[src/rtl/rpsc_fault_latch_if.sv]
// Fault-latch card signal bundle: field inputs, operator ack, and latched fault status.
// The slave modport is the card itself; master is the side driving the field inputs.
interface rpsc_fault_latch_if #(
    parameter int N_CH = 6
);
    localparam int IW = (N_CH > 1) ? $clog2(N_CH) : 1;

    logic [N_CH-1:0] fault_in_b;
    logic [N_CH-1:0] mask;
    logic            ack_b;
    logic [N_CH-1:0] ff_out;
    logic            any_fault;
    logic            alarm_b;
    logic [1:0]      state;
    logic [IW-1:0]   first_fault_idx;
    logic            first_fault_vld;

    modport master (
        output fault_in_b, mask, ack_b,
        input  ff_out, any_fault, alarm_b, state, first_fault_idx, first_fault_vld
    );

    modport slave (
        input  fault_in_b, mask, ack_b,
        output ff_out, any_fault, alarm_b, state, first_fault_idx, first_fault_vld
    );
endinterface

[src/rtl/rpsc_fault_latch.sv]
// RF-permit fault latch: synchronize, debounce and latch N active-low faults, with ack/clear FSM.
// Optional first-fault capture is enabled by defining RPSC_FIRST_FAULT_EN.
module rpsc_fault_latch #(
    parameter int N_CH     = 6,
    parameter int DEBOUNCE = 4,
    parameter int ACK_HOLD = 8
) (
    input  logic                clk,
    input  logic                reset_b,
    rpsc_fault_latch_if.slave   bus
);
    localparam int IW = (N_CH > 1) ? $clog2(N_CH) : 1;
    localparam int CW = $clog2(DEBOUNCE + 1);
    localparam int AW = $clog2(ACK_HOLD + 1);
    localparam logic [CW-1:0] DB_MAX = CW'(DEBOUNCE);
    localparam logic [CW-1:0] DB_SET = CW'(DEBOUNCE - 1);
    localparam logic [AW-1:0] AH_MAX = AW'(ACK_HOLD);

    typedef enum logic [1:0] {
        ST_ARMED    = 2'b00,
        ST_TRIPPED  = 2'b01,
        ST_ACK_WAIT = 2'b10
    } state_t;

    state_t          r_state, w_state_nxt;
    logic [N_CH-1:0] r_flt_s1, r_flt_s2;
    logic            r_ack_s1, r_ack_s2;
    logic [CW-1:0]   r_db_cnt [N_CH];
    logic [AW-1:0]   r_ack_cnt, w_ack_cnt_nxt, w_ack_inc;
    logic [N_CH-1:0] r_ff, w_qual, w_set, w_clr, w_ff_nxt;

    // A channel qualifies on the edge its counter reaches DEBOUNCE; set beats clear.
    always_comb begin
        w_qual = ~r_flt_s2 & ~bus.mask;
        w_set  = '0;
        for (int i = 0; i < N_CH; i++) begin
            w_set[i] = w_qual[i] && (r_db_cnt[i] >= DB_SET);
        end
        w_clr    = (r_state == ST_ACK_WAIT && r_ack_s2) ? (r_flt_s2 | bus.mask) : '0;
        w_ff_nxt = (r_ff & ~w_clr) | w_set;
    end

    always_comb begin
        w_state_nxt   = r_state;
        w_ack_cnt_nxt = '0;
        w_ack_inc     = r_ack_cnt + 1'b1;
        case (r_state)
            ST_ARMED: begin
                if (|r_ff) w_state_nxt = ST_TRIPPED;
            end
            ST_TRIPPED: begin
                if (!r_ack_s2) begin
                    if (w_ack_inc == AH_MAX) w_state_nxt = ST_ACK_WAIT;
                    else                     w_ack_cnt_nxt = w_ack_inc;
                end
            end
            ST_ACK_WAIT: begin
                if (r_ack_s2) w_state_nxt = (|w_ff_nxt) ? ST_TRIPPED : ST_ARMED;
            end
            default: w_state_nxt = ST_ARMED;
        endcase
    end

    always_ff @(posedge clk) begin
        if (!reset_b) r_state <= ST_ARMED;
        else          r_state <= w_state_nxt;
    end

    always_ff @(posedge clk) begin
        if (!reset_b) begin
            r_flt_s1  <= '1;
            r_flt_s2  <= '1;
            r_ack_s1  <= 1'b1;
            r_ack_s2  <= 1'b1;
            r_ack_cnt <= '0;
            r_ff      <= '0;
            for (int i = 0; i < N_CH; i++) r_db_cnt[i] <= '0;
        end else begin
            r_flt_s1  <= bus.fault_in_b;
            r_flt_s2  <= r_flt_s1;
            r_ack_s1  <= bus.ack_b;
            r_ack_s2  <= r_ack_s1;
            r_ack_cnt <= w_ack_cnt_nxt;
            r_ff      <= w_ff_nxt;
            for (int i = 0; i < N_CH; i++) begin
                if (!w_qual[i])              r_db_cnt[i] <= '0;
                else if (r_db_cnt[i] != DB_MAX) r_db_cnt[i] <= r_db_cnt[i] + 1'b1;
            end
        end
    end

    assign bus.ff_out    = r_ff;
    assign bus.any_fault = |r_ff;
    assign bus.alarm_b   = ~(|r_ff);
    assign bus.state     = r_state;

`ifdef RPSC_FIRST_FAULT_EN
    logic [IW-1:0] r_ffi, w_low_idx;
    logic          r_ffv;

    always_comb begin
        w_low_idx = '0;
        for (int i = N_CH - 1; i >= 0; i--) begin
            if (w_ff_nxt[i]) w_low_idx = IW'(i);
        end
    end

    // Index is kept after the valid drops so the operator can still read it.
    always_ff @(posedge clk) begin
        if (!reset_b) begin
            r_ffi <= '0;
            r_ffv <= 1'b0;
        end else if (!r_ffv && (r_ff == '0) && (w_ff_nxt != '0)) begin
            r_ffi <= w_low_idx;
            r_ffv <= 1'b1;
        end else if (r_state != ST_ARMED && w_state_nxt == ST_ARMED) begin
            r_ffv <= 1'b0;
        end
    end

    assign bus.first_fault_idx = r_ffi;
    assign bus.first_fault_vld = r_ffv;
`else
    assign bus.first_fault_idx = {IW{1'b0}};
    assign bus.first_fault_vld = 1'b0;
`endif
endmodule

[src/flat_wrapper.sv]
// flat-port wrapper written by rule: the top's interface ports become plain ports
module rpsc_fault_latch_flat 
#(
    parameter int N_CH     = 6,
    parameter int DEBOUNCE = 4,
    parameter int ACK_HOLD = 8
)
  (clk, reset_b, bus_fault_in_b, bus_mask, bus_ack_b, bus_ff_out, bus_any_fault, bus_alarm_b, bus_state, bus_first_fault_idx, bus_first_fault_vld);
  rpsc_fault_latch_if #(.N_CH(N_CH)) bus_i ();
  input  logic clk;
  input  logic reset_b;
  input wire logic [$bits(bus_i.fault_in_b)-1:0] bus_fault_in_b;
  input wire logic [$bits(bus_i.mask)-1:0] bus_mask;
  input wire logic [$bits(bus_i.ack_b)-1:0] bus_ack_b;
  output wire logic [$bits(bus_i.ff_out)-1:0] bus_ff_out;
  output wire logic [$bits(bus_i.any_fault)-1:0] bus_any_fault;
  output wire logic [$bits(bus_i.alarm_b)-1:0] bus_alarm_b;
  output wire logic [$bits(bus_i.state)-1:0] bus_state;
  output wire logic [$bits(bus_i.first_fault_idx)-1:0] bus_first_fault_idx;
  output wire logic [$bits(bus_i.first_fault_vld)-1:0] bus_first_fault_vld;
  assign bus_i.fault_in_b = bus_fault_in_b;
  assign bus_i.mask = bus_mask;
  assign bus_i.ack_b = bus_ack_b;
  assign bus_ff_out = bus_i.ff_out;
  assign bus_any_fault = bus_i.any_fault;
  assign bus_alarm_b = bus_i.alarm_b;
  assign bus_state = bus_i.state;
  assign bus_first_fault_idx = bus_i.first_fault_idx;
  assign bus_first_fault_vld = bus_i.first_fault_vld;
  rpsc_fault_latch #(.N_CH(N_CH), .DEBOUNCE(DEBOUNCE), .ACK_HOLD(ACK_HOLD)) u_core (.clk(clk), .reset_b(reset_b), .bus(bus_i));
endmodule
[config.mk]
export PLATFORM = sky130hd
export DESIGN_NAME = rpsc_fault_latch_flat
export DESIGN_NICKNAME = d
export VERILOG_FILES = /design/src/rtl/rpsc_fault_latch_if.sv /design/src/rtl/rpsc_fault_latch.sv /design/src/flat_wrapper.sv
export SDC_FILE = /design/constraint.sdc
export NUM_CORES = 1
export LEC_CHECK = 0
export ABC_CLOCK_PERIOD_IN_PS = 2370
export BUFFER_PORTS_ARGS = -buffer_cell sky130_fd_sc_hd__buf_4
export CAP_MARGIN = 20
export CORE_UTILIZATION = 60
export CTS_CLUSTER_SIZE = 28
export DETAILED_ROUTE_END_ITERATION = 6
export GPL_ROUTABILITY_DRIVEN = 0
export HOLD_SLACK_MARGIN = 0.02
export PLACE_DENSITY = 0.9
export SYNTH_ARGS = -nofsm -noshare
export SYNTH_HDL_FRONTEND = slang
export SYNTH_SLANG_ARGS = --single-unit
[constraint.sdc]
create_clock -name clk -period 2.37 [get_ports clk]
set_input_delay 0.474 -clock clk [delete_from_list [all_inputs] [get_ports clk]]
set_output_delay 0.474 -clock clk [all_outputs]
set_load 0.1 [all_outputs]
==> results.yml <==
clock_tree:
  clk_latency_ns: 0.34
  ctsHoldBuffers: 0
  post-cts-setup-buffer-count: 0
  clk_pin_slew_ns: 0.13
  cts_root_buf: "clkbuf_4"
  htreeDepth: 2
  cts_resized: 0
  clockBufferDepth: 2
  numCtsBuffers: 5
  cts_tree: "done"
  cts_sinks: 44
setup_path:
  cp_data_required_time_ns: 1.90
  r2r_start: "u_core.r_db_cnt[0][6]$_SDFFCE_PN0P_"
  path_cells: "nor2_1 -> nand3_2 -> clkinvlp_4 -> buf_4"
  critical-path-top-delay-family: "buffers and inverters"
  critPathLaunchType: "flip-flop"
  reg2reg_setup_slack_ns: 0.63
  path_buf_inv: 2
  crit_start: "u_core.bus.ff_out[4]$_SDFF_PN0_"
  worstPathArrival_ns: 1.43
  crit_path_end_kind: "primary output"
  crit_fanout: 4
  cp_slowest_cell: "dfxtp_2"
  worst-setup-path-type: "reg -> out"
  max_stage_delay_ns: 0.36
  reg2regPathDepth: 5
  r2r_end: "u_core.bus.state[0]$_SDFFE_PN0P_"
global_routing:
  antenna_found_initial: 0
  grt_pass1_wl_um: 5678
  grt_max_degree: 36
  grt_pass1_vias: 1348
  grt_overflow: 0
  grt_usage: 0.2131
synth:
  syn_area_mm2: 0.002120
  synth_edf_count: 18
  synth_top_cell_by_area: "edfxtp_1"
  yosys-top-cells-count: "nor2_1 (30), inv_1 (27), dfxtp_1 (26)"
  synth-main-ff-cell: "dfxtp_1"
  ys_types: 35
  synth_area_per_cell_um2: 10.49
  yosys_warnings: 0
  yosysMostFrequentCell: "nor2_1"
  synth_area_leaders: "edfxtp_1 (26%), dfxtp_1 (25%), ha_1 (11%)"
  synth_top_area_share: 0.2550
  synthArstFlopShare: 0
  syn_inst: 202
  ys_seq_area_frac: 0.5006
  ys_ff_latch: 44
finish:
  final_layout_size_suffix_gt1_frac: 0.2261
  final_net_count: 263
  final_cells: 276
  antenna_cells: 0
  area_delta_synth_final_pct: 14.70
placement:
  dp_cells: 268
  io_buffers: 24
  dp_hpwl_um: 2705
floorplanning:
  die_h_um: 61.44
  start_util: 0.6302
  core_area_mm2: 0.003363
  fp.dieW_um: 61.44
  placementRows: 21
  ioPinCount: 29
  die-area_mm2: 0.003774
routing:
  wirelength_um: 3513
  route.vias.total: 1441
  wl_per_cell_um: 12.73
  avgViaCountPerCell: 5.221
  drtAntennaViolNets: 0
  drc: 0
  dr.pass1.iters: 4
  first_iter_violations: 33
outcome:
  status: "finished clean"
hold_path:
  whs_path_depth: 2
  worstHoldStart: "bus_fault_in_b[4]"
  hp-class: "in -> reg"
  holdPathEnd: "u_core.r_flt_s1[4]$_SDFF_PN1_"
pwr:
  internal_power_mw: 1.074
  p_sw_mw: 0.2881
  p_clk_frac: 0.357
  pwr-share-comb: 0.056
  ir_worst_vdd_v: 0.0004544
  power_frac_seq: 0.588
  swShare: 0.2115
  power_density_mw_per_mm2: 560.3
  p_leak_nw: 1.002
sta:
  setup-tns-final_ns: 0
  slew_violations: 0
  min_period_over_period: 0.8050
  setup-violations-final: 0
  rsz0062_at_grt: "no"
  skew_ns: 0.01524
  hold_viol_final: 0
  final.min_clock_period_ns: 1.908
  fmax_mhz: 524.1
run:
  maxCapViolCount: 0
-- layer usage --
layer / GRT usage / vias up / part of all wire
li1: - / 738 / -
met1: 0.2651 / 656 / 0.45
met2: 0.3540 / 42 / 0.48
met3: 0.05042 / 5 / 0.052
met4: 0.09524 / 0 / 0.017
met5: 0 / - / 0
-- placed cells by master (no fill, tap or decap), drive strengths merged, types with 2 or more instances in the layout --
| cell type | instances |
|---|---|
| a2111oi | 6 |
| a21boi | 2 |
| a21oi | 7 |
| buf | 24 |
| clkbuf | 6 |
| conb | 4 |
| dfxtp | 26 |
| edfxtp | 18 |
| ha | 19 |
| inv | 26 |
| nand2 | 7 |
| nand2b | 15 |
| nand3 | 8 |
| nand4 | 7 |
| nor2 | 31 |
| nor3b | 6 |
| o22a | 2 |
-- worst max path at each step --
stage                                             to  cells past startpoint
finish                                   bus_alarm_b                      4
global route                             bus_alarm_b                      4
CTS                                      bus_alarm_b                      4
detailed placement  u_core.bus.state[0]$_SDFFE_PN0P_                      5
global placement    u_core.bus.state[0]$_SDFFE_PN0P_                      5
floorplan                                bus_alarm_b                      3
-- per-stage QoR --
| step | instance area [µm²] | utilization | power, mW | setup slack [ns] | hold WS, ns |
|---|---|---|---|---|---|
| after floorplan | 2147 | - | 0.8746 | 0.01126 | 0.3863 |
| after global placement | 2341 | 0.6961 | 0.8913 | 0.6914 | 0.3888 |
| after detailed placement | 2341 | 0.6961 | 0.8938 | 0.6235 | 0.3963 |
| after CTS | 2431 | 0.7228 | 1.371 | 0.4425 | 0.2875 |
| after global routing | 2431 | 0.7228 | 1.410 | 0.3687 | 0.2846 |
| final | 2431 | 0.7228 | 1.362 | 0.4621 | 0.2997 |
-- cells by family after synthesis --
group                    count (synthesis)  synth area share
AO/OA/AOI/OAI                           22            0.1051
XOR/XNOR                                 2          0.008266
adder cells (fa/ha/maj)                 19            0.1122
buffers and inverters                   34           0.06848
flip-flops                              44            0.5006
other                                    1          0.001769
AND/OR/NAND/NOR                         80            0.2037
-- layout make-up --
class / instances / area, µm²
timing repair buffer: 24 / 180.2
inverter: 27 / 105.1
fill: 265 / 932.1
clock inverter: 2 / 38.79
sequential: 44 / 1069
clock buffer: 6 / 51.30
multi-input combinational: 127 / 929.6
tap: 46 / 57.56
-- power by group through the flow --
stage                     clock network, mW  logic [mW]  registers [mW]
after floorplan                           0      0.0585           0.816
after global placement                    0      0.0741           0.817
after detailed placement                  0      0.0761           0.818
after CTS                             0.494      0.0761           0.801
after global routing                  0.527      0.0815           0.802
final                                 0.486      0.0758           0.801
-- sequential cells by signal, summed over array words and instances (netlist names) --
register           count
u_core.bus.ff_out      6
u_core.bus.state       2
u_core.r_ack_cnt       4
u_core.r_ack_s1        1
u_core.r_ack_s2        1
u_core.r_db_cnt       18
u_core.r_flt_s1        6
u_core.r_flt_s2        6
Power figures use the tool's default switching activity.
